`config.mk`:
```
export PLATFORM = sky130hd
export DESIGN_NAME = ofmap_accum_drain
export DESIGN_NICKNAME = d
export VERILOG_FILES = /design/src/rtl/ofmap_accum_drain.sv
export SDC_FILE = /design/constraint.sdc
export NUM_CORES = 2
export LEC_CHECK = 0
export CORE_MARGIN = 2
export CORE_UTILIZATION = 55
export DETAILED_ROUTE_END_ITERATION = 16
export HOLD_SLACK_MARGIN = 0.05
export PLACE_DENSITY = 0.75
export SLEW_MARGIN = 15
export SYNTH_ARGS = -nofsm -noshare
export SYNTH_HDL_FRONTEND = slang
export SYNTH_SLANG_ARGS = --single-unit
```
`constraint.sdc`:
```
create_clock -name clk -period 7.38 [get_ports clk]
set_input_delay 0.738 -clock clk [delete_from_list [all_inputs] [get_ports clk]]
set_output_delay 0.738 -clock clk [all_outputs]
set_load 0.05 [all_outputs]
```
`src/rtl/ofmap_accum_drain.sv`:
```
// Output accumulation and drain stage for the conv datapath.
// Sums psum rows over a configured pass count, then streams the tile out word by word.
module ofmap_accum_drain #(
    parameter int OFMAP_WIDTH = 32,
    parameter int ARRAY_WIDTH = 4,
    parameter int ACC_DEPTH   = 9,
    parameter int PASS_WIDTH  = 16
) (
    input  logic                               clk,
    input  logic                               rst_n,
    input  logic                               cfg_en,
    input  logic [PASS_WIDTH-1:0]              cfg_passes,
    input  logic [OFMAP_WIDTH*ARRAY_WIDTH-1:0] psum_dat,
    input  logic                               psum_vld,
    output logic                               psum_rdy,
    output logic [OFMAP_WIDTH-1:0]             ofmap_dat,
    output logic                               ofmap_vld,
    input  logic                               ofmap_rdy
);

    localparam int ROW_W = OFMAP_WIDTH * ARRAY_WIDTH;
    localparam int PIX_W = (ACC_DEPTH > 1) ? $clog2(ACC_DEPTH) : 1;
    localparam int CH_W  = (ARRAY_WIDTH > 1) ? $clog2(ARRAY_WIDTH) : 1;

    localparam logic [PIX_W-1:0] PIX_LAST = PIX_W'(ACC_DEPTH - 1);
    localparam logic [CH_W-1:0]  CH_LAST  = CH_W'(ARRAY_WIDTH - 1);

    localparam logic [1:0] S_IDLE  = 2'd0;
    localparam logic [1:0] S_ACCUM = 2'd1;
    localparam logic [1:0] S_DRAIN = 2'd2;

    logic [1:0]            state_q, state_d;
    logic [PIX_W-1:0]      pix_ptr_q, pix_ptr_d;
    logic [PASS_WIDTH-1:0] pass_cnt_q, pass_cnt_d;
    logic [PASS_WIDTH-1:0] passes_q, passes_d;
    logic [PIX_W-1:0]      drain_pix_q, drain_pix_d;
    logic [CH_W-1:0]       drain_ch_q, drain_ch_d;
    logic                  psum_rdy_q, psum_rdy_d;
    logic                  ofmap_vld_q, ofmap_vld_d;

    logic [ROW_W-1:0]      acc_q [ACC_DEPTH];

    logic                  psum_fire;
    logic                  ofmap_fire;
    logic                  last_pix;
    logic                  last_pass;
    logic [ROW_W-1:0]      acc_rd;
    logic [ROW_W-1:0]      wr_row;
    logic [ROW_W-1:0]      drain_row;
    logic [OFMAP_WIDTH-1:0] drain_word;

    // psum_rdy_q is only ever high in ACCUM, so it alone qualifies a row transfer
    assign psum_fire  = psum_vld & psum_rdy_q;
    assign ofmap_fire = ofmap_vld_q & ofmap_rdy;
    assign last_pix   = (pix_ptr_q == PIX_LAST);
    assign last_pass  = (pass_cnt_q == passes_q - PASS_WIDTH'(1));

    assign acc_rd    = acc_q[pix_ptr_q];
    assign drain_row = acc_q[drain_pix_q];

    assign psum_rdy  = psum_rdy_q;
    assign ofmap_vld = ofmap_vld_q;
    assign ofmap_dat = ofmap_vld_q ? drain_word : '0;

    // Per-channel read-modify-write value; pass 0 overwrites stale tile data
    always_comb begin
        wr_row = '0;
        for (int c = 0; c < ARRAY_WIDTH; c++) begin
            if (pass_cnt_q == '0) begin
                wr_row[c*OFMAP_WIDTH +: OFMAP_WIDTH] =
                    psum_dat[c*OFMAP_WIDTH +: OFMAP_WIDTH];
            end else begin
                wr_row[c*OFMAP_WIDTH +: OFMAP_WIDTH] =
                    acc_rd[c*OFMAP_WIDTH +: OFMAP_WIDTH] +
                    psum_dat[c*OFMAP_WIDTH +: OFMAP_WIDTH];
            end
        end
    end

    // Channel select of the pixel currently being drained
    always_comb begin
        drain_word = '0;
        for (int c = 0; c < ARRAY_WIDTH; c++) begin
            if (drain_ch_q == CH_W'(c)) begin
                drain_word = drain_row[c*OFMAP_WIDTH +: OFMAP_WIDTH];
            end
        end
    end

    // Control FSM: pointer, pass counter and handshake next-state logic
    always_comb begin
        state_d     = state_q;
        pix_ptr_d   = pix_ptr_q;
        pass_cnt_d  = pass_cnt_q;
        passes_d    = passes_q;
        drain_pix_d = drain_pix_q;
        drain_ch_d  = drain_ch_q;
        ofmap_vld_d = ofmap_vld_q;

        unique case (state_q)
            S_IDLE: begin
                if (cfg_en) begin
                    // a zero pass count would never complete a tile
                    if (cfg_passes == '0) begin
                        passes_d = PASS_WIDTH'(1);
                    end else begin
                        passes_d = cfg_passes;
                    end
                    state_d = S_ACCUM;
                end
            end
            S_ACCUM: begin
                if (psum_fire) begin
                    if (last_pix) begin
                        pix_ptr_d = '0;
                        if (last_pass) begin
                            pass_cnt_d  = '0;
                            state_d     = S_DRAIN;
                            ofmap_vld_d = 1'b1;
                        end else begin
                            pass_cnt_d = pass_cnt_q + PASS_WIDTH'(1);
                        end
                    end else begin
                        pix_ptr_d = pix_ptr_q + PIX_W'(1);
                    end
                end
            end
            S_DRAIN: begin
                if (ofmap_fire) begin
                    if (drain_ch_q == CH_LAST) begin
                        drain_ch_d = '0;
                        if (drain_pix_q == PIX_LAST) begin
                            drain_pix_d = '0;
                            ofmap_vld_d = 1'b0;
                            state_d     = S_ACCUM;
                        end else begin
                            drain_pix_d = drain_pix_q + PIX_W'(1);
                        end
                    end else begin
                        drain_ch_d = drain_ch_q + CH_W'(1);
                    end
                end
            end
            default: begin
                state_d     = S_IDLE;
                ofmap_vld_d = 1'b0;
            end
        endcase

        psum_rdy_d = (state_d == S_ACCUM);
    end

    // Control registers with synchronous active-low reset
    always_ff @(posedge clk) begin
        if (!rst_n) begin
            state_q     <= S_IDLE;
            pix_ptr_q   <= '0;
            pass_cnt_q  <= '0;
            passes_q    <= PASS_WIDTH'(1);
            drain_pix_q <= '0;
            drain_ch_q  <= '0;
            psum_rdy_q  <= 1'b0;
            ofmap_vld_q <= 1'b0;
        end else begin
            state_q     <= state_d;
            pix_ptr_q   <= pix_ptr_d;
            pass_cnt_q  <= pass_cnt_d;
            passes_q    <= passes_d;
            drain_pix_q <= drain_pix_d;
            drain_ch_q  <= drain_ch_d;
            psum_rdy_q  <= psum_rdy_d;
            ofmap_vld_q <= ofmap_vld_d;
        end
    end

    // Accumulation buffer; contents are don't-care until pass 0 writes them
    always_ff @(posedge clk) begin
        if (rst_n && psum_fire) begin
            acc_q[pix_ptr_q] <= wr_row;
        end
    end

endmodule

```
==> impl_metrics.env <==
export IMPL_status="finished, final reports clean"
export IMPL_timing_fmax_ghz=0.166
export IMPL_dr_wl_met2_um=81200
export IMPL_syn_mean_instance_area_um2=14.7
export IMPL_hold_endpoint="passes_q[15]$_SDFFE_PN0P_"
export IMPL_synth_flop_cell="sky130_fd_sc_hd__edfxtp_1"
export IMPL_diodes=0
export IMPL_finalWeightedCongestion=0.946
export IMPL_htreeDepth=3
export IMPL_fin_hold_ws_ps=490
export IMPL_timing_critical_path_from_type="flop"
export IMPL_cts_inserted_buffers=119
export IMPL_max_clock_path_buffers=3
export IMPL_path_clk_slew_ps=60
export IMPL_mapped_cells=4277
export IMPL_cts_sinks=1206
export IMPL_ir_worst_vdd_mv=0.240
export IMPL_grt_usage=0.294
export IMPL_totalWireLength_um=172000
export IMPL_finalHoldViolCount=0
export IMPL_synth_nets=4567
export IMPL_tritoncts="yes"
export IMPL_routed_wl_met3_um=19100
export IMPL_register_area_um2=35700
export IMPL_std_cell_rows=124
export IMPL_tightestPinTransition_ps=1220
export IMPL_cts_hold_repair_buffers=0
export IMPL_min_delay_path_class="reg2reg"
export IMPL_timing_slew_headroom=0.181
export IMPL_initial_utilization=0.553
export IMPL_finalNetCount=4677
export IMPL_crit_path_max_fanout=34
export IMPL_cp_end_kind="output pin"
export IMPL_report_power_total_w=0.0145
export IMPL_synthDominantAreaCellType="sky130_fd_sc_hd__edfxtp_1"
export IMPL_setup_tns_final_ps=0
export IMPL_count_of_state_elements_after_synthesis=1206
export IMPL_die_h_um=342
export IMPL_maxCapViolations=0
export IMPL_drc=0
export IMPL_vias_per_cell=6.72
export IMPL_min_period_over_period=0.814
export IMPL_dr_pass1_iters=6
export IMPL_ys_seq_area_frac=0.566
export IMPL_detailroute_via_count=40300
export IMPL_rr_endpoint="acc_q[7][113]$_DFFE_PP_"
export IMPL_slew_violations=0
export IMPL_multi_input_area_um2=26100
export IMPL_post_cts_resize_count=0
export IMPL_worst_endpoint_arrival_ps=5270
export IMPL_worst_ep_required_time_ps=6640
export IMPL_power_leakage_nw=21.7
export IMPL_final_setup_violation_count=0
export IMPL_skew_ps=37.2
export IMPL_maximum_number_of_pins_on_one_net_before_global_route_repair=109
export IMPL_fill_cells=8149
export IMPL_detailedPlacementHpwl_um=109000
export IMPL_grt_pass1_vias=40500
export IMPL_initialDrtViolationCount=5111
export IMPL_clock_tree_root_cell="sky130_fd_sc_hd__clkbuf_16"
export IMPL_gr_total_overflow=0
export IMPL_rrSetupSlack_ps=1670
export IMPL_yosysWarnings=0
export IMPL_netlist_area_um2=63000
export IMPL_rsz0062_at_grt="false"
export IMPL_layout_drive_gt1_share=0.182
export IMPL_antenna_found_initial=4
export IMPL_netlist_area_leader_share=0.549
export IMPL_r2r_cells=15
export IMPL_synth_edf_count=1152
export IMPL_wl_met1_um=64600
export IMPL_synth_area_top_cells="sky130_fd_sc_hd__edfxtp_1 55%, sky130_fd_sc_hd__mux4_2 18%, sky130_fd_sc_hd__mux2i_1 4.1%, sky130_fd_sc_hd__ha_1 2.7%, sky130_fd_sc_hd__o21ai_0 2.5%"
export IMPL_power_density_nw_per_um2=206
export IMPL_die_width_um=342
export IMPL_port_buffers=182
export IMPL_worstHoldStart="passes_q[15]$_SDFFE_PN0P_"
export IMPL_maxUsedRoutingLayer="met4"
export IMPL_async_flop_share=0
export IMPL_timing_hold_worst_path_depth=2
export IMPL_grt_pass1_wl_um=255000
export IMPL_synth_distinct_cells=73
export IMPL_detail_route_wl_per_cell_um=28.6
export IMPL_coreArea_um2=114000
export IMPL_ios=183
export IMPL_clkLatencyLatePin_ps=740
export IMPL_final_period_minus_worst_setup_slack_ps=6010
export IMPL_timing_setup_critical_path_class="reg2out"
export IMPL_layout_area_overhead_vs_synth_pct=11.6
export IMPL_post_cts_buffers=0
export IMPL_floorplan_die_area_um2=117000
export IMPL_detail_route_antenna_nets=0
==> sequential cells by signal (all words and copies together) (netlist names), named ones only <==
signal,cells
acc_q,1152
drain_ch_q,2
drain_pix_q,4
ofmap_vld,1
pass_cnt_q,16
passes_q,16
pix_ptr_q,4
psum_rdy,1
state_q,2
==> cell usage after synthesis, drive strengths merged (4+ instances only) <==
master and instances:
ha 137, edfxtp 1152, nand3 47, or2 13, inv 49, nor3 28, a21oi 238, nand4 15
and3 12, or3 9, nor4 12, a221oi 33, mux4 512, a211o 17, nand2 406, a21boi 29
nand2b 14, nor4b 6, xor2 77, o21a 21, o21bai 13, o31a 4, o211ai 11, buf 99
dfxtp 54, o31ai 20, nand3b 8, o21ai 320, nor2 201, clkbuf 177, o2111ai 5, a31oi 15
mux2i 259, and4 4, a211oi 32, nor3b 9, a41oi 5, nand4b 6, xnor2 57, and2 16
fa 4, a21o 55, nor2b 39
==> through the flow <==
stage          cell area [µm²]  setup WS [ps]   util  std cells
2_1_floorplan            63000            304      -       4277
3_3_place_gp             66500           1880  0.583       5778
3_5_place_dp             66500           1730  0.583       5778
4_1_cts                  70300           1430  0.617       6000
5_1_grt                  70300           1230  0.617       6000
6_report                 70300           1370  0.617       6000
==> where the power goes <==
| part | switching, W | internal [W] | total, W |
|---|---|---|---|
| clock | 0.00262 | 0.00332 | 0.00594 |
| sequential | 0.0000229 | 0.00752 | 0.00754 |
| combinational | 0.000568 | 0.000422 | 0.000990 |
==> how the worst max path moves through the flow <==
| stage | endpoint | startpoint | slack (ps) | depth (start not counted) |
|---|---|---|---|---|
| after detailed placement | acc_q[1][30]$_DFFE_PP_ | flop | 1730 | 15 |
| after floorplan | ofmap_vld$_SDFFE_PN0P_ | rst_n | 300 | 5 |
| after CTS | ofmap_dat[9] | flop | 1430 | 9 |
| after global placement | acc_q[0][127]$_DFFE_PP_ | flop | 1880 | 15 |
| after global routing | ofmap_dat[9] | flop | 1230 | 9 |
| final | ofmap_dat[9] | flop | 1370 | 9 |
==> worst max-delay path, cell delays in order, from the launching register on <==
cell and delay, ps:
sky130_fd_sc_hd__dfxtp_4 880, sky130_fd_sc_hd__buf_4 620, sky130_fd_sc_hd__mux4_2 330, sky130_fd_sc_hd__mux2i_1 60, sky130_fd_sc_hd__o21ai_0 530, sky130_fd_sc_hd__a221oi_1 160, sky130_fd_sc_hd__a211oi_1 420, sky130_fd_sc_hd__a21oi_1 110
sky130_fd_sc_hd__nor2b_1 440, sky130_fd_sc_hd__clkdlybuf4s50_1 900
==> area by class of cell <==
type / count / share of cell area
sequential: 1206 / 0.508
multi-input combinational: 2746 / 0.371
clock buffer: 144 / 0.0443
timing repair buffer: 265 / 0.0381
tap: 1512 / 0.0269
clock inverter: 78 / 0.00952
inverter: 49 / 0.00262
==> layout by cell type (no fill, tap or decap), types with 18 or more instances in the layout <==
master                            netlist  final
sky130_fd_sc_hd__clkdlybuf4s50_1        0    182
sky130_fd_sc_hd__o21a_1                21     21
sky130_fd_sc_hd__clkinv_1               0     27
sky130_fd_sc_hd__mux4_2               512    512
sky130_fd_sc_hd__xor2_1                77     77
sky130_fd_sc_hd__o31ai_1               20     18
sky130_fd_sc_hd__nor2b_1               39     38
sky130_fd_sc_hd__clkbuf_1             177     23
sky130_fd_sc_hd__nor2_1               201    200
sky130_fd_sc_hd__a211oi_1              32     32
sky130_fd_sc_hd__ha_1                 137    135
sky130_fd_sc_hd__nand3_1               47     47
sky130_fd_sc_hd__inv_1                 49     49
sky130_fd_sc_hd__a221oi_1              33     33
sky130_fd_sc_hd__a21boi_0              27     27
sky130_fd_sc_hd__nor3_1                27     27
sky130_fd_sc_hd__buf_12                 0     19
sky130_fd_sc_hd__a21oi_1              238    238
sky130_fd_sc_hd__xnor2_1               57     57
sky130_fd_sc_hd__dfxtp_1               54     46
sky130_fd_sc_hd__nand2_1              406    406
sky130_fd_sc_hd__clkinv_2               0     26
sky130_fd_sc_hd__a21o_1                55     55
sky130_fd_sc_hd__o21ai_0              314    309
sky130_fd_sc_hd__edfxtp_1            1152   1152
sky130_fd_sc_hd__buf_4                  2     64
sky130_fd_sc_hd__mux2i_1              259    259
sky130_fd_sc_hd__clkbuf_16              0    121
==> routing by layer <==
metal / up-vias / GRT usage
li1: 17300 / -
met1: 20300 / 0.402
met3: 331 / 0.0570
met4: 0 / 0.119
met5: - / 0
met2: 2331 / 0.469
==> kinds of logic (layout without fill, tap and decap cells) <==
kind of cell / count (synthesis) / after routing / share of synthesized area
DFF: 1206 / 1206 / 0.566
and+or+nand+nor: 851 / 851 / 0.0606
AOI/OAI and AO/OA: 846 / 846 / 0.0807
muxes: 774 / 774 / 0.225
buffers and inverters: 325 / 536 / 0.0207
adders and majority gates: 141 / 141 / 0.0285
xor gates and xnor gates: 134 / 134 / 0.0186
Note: power is estimated with default switching activity, not from simulation.
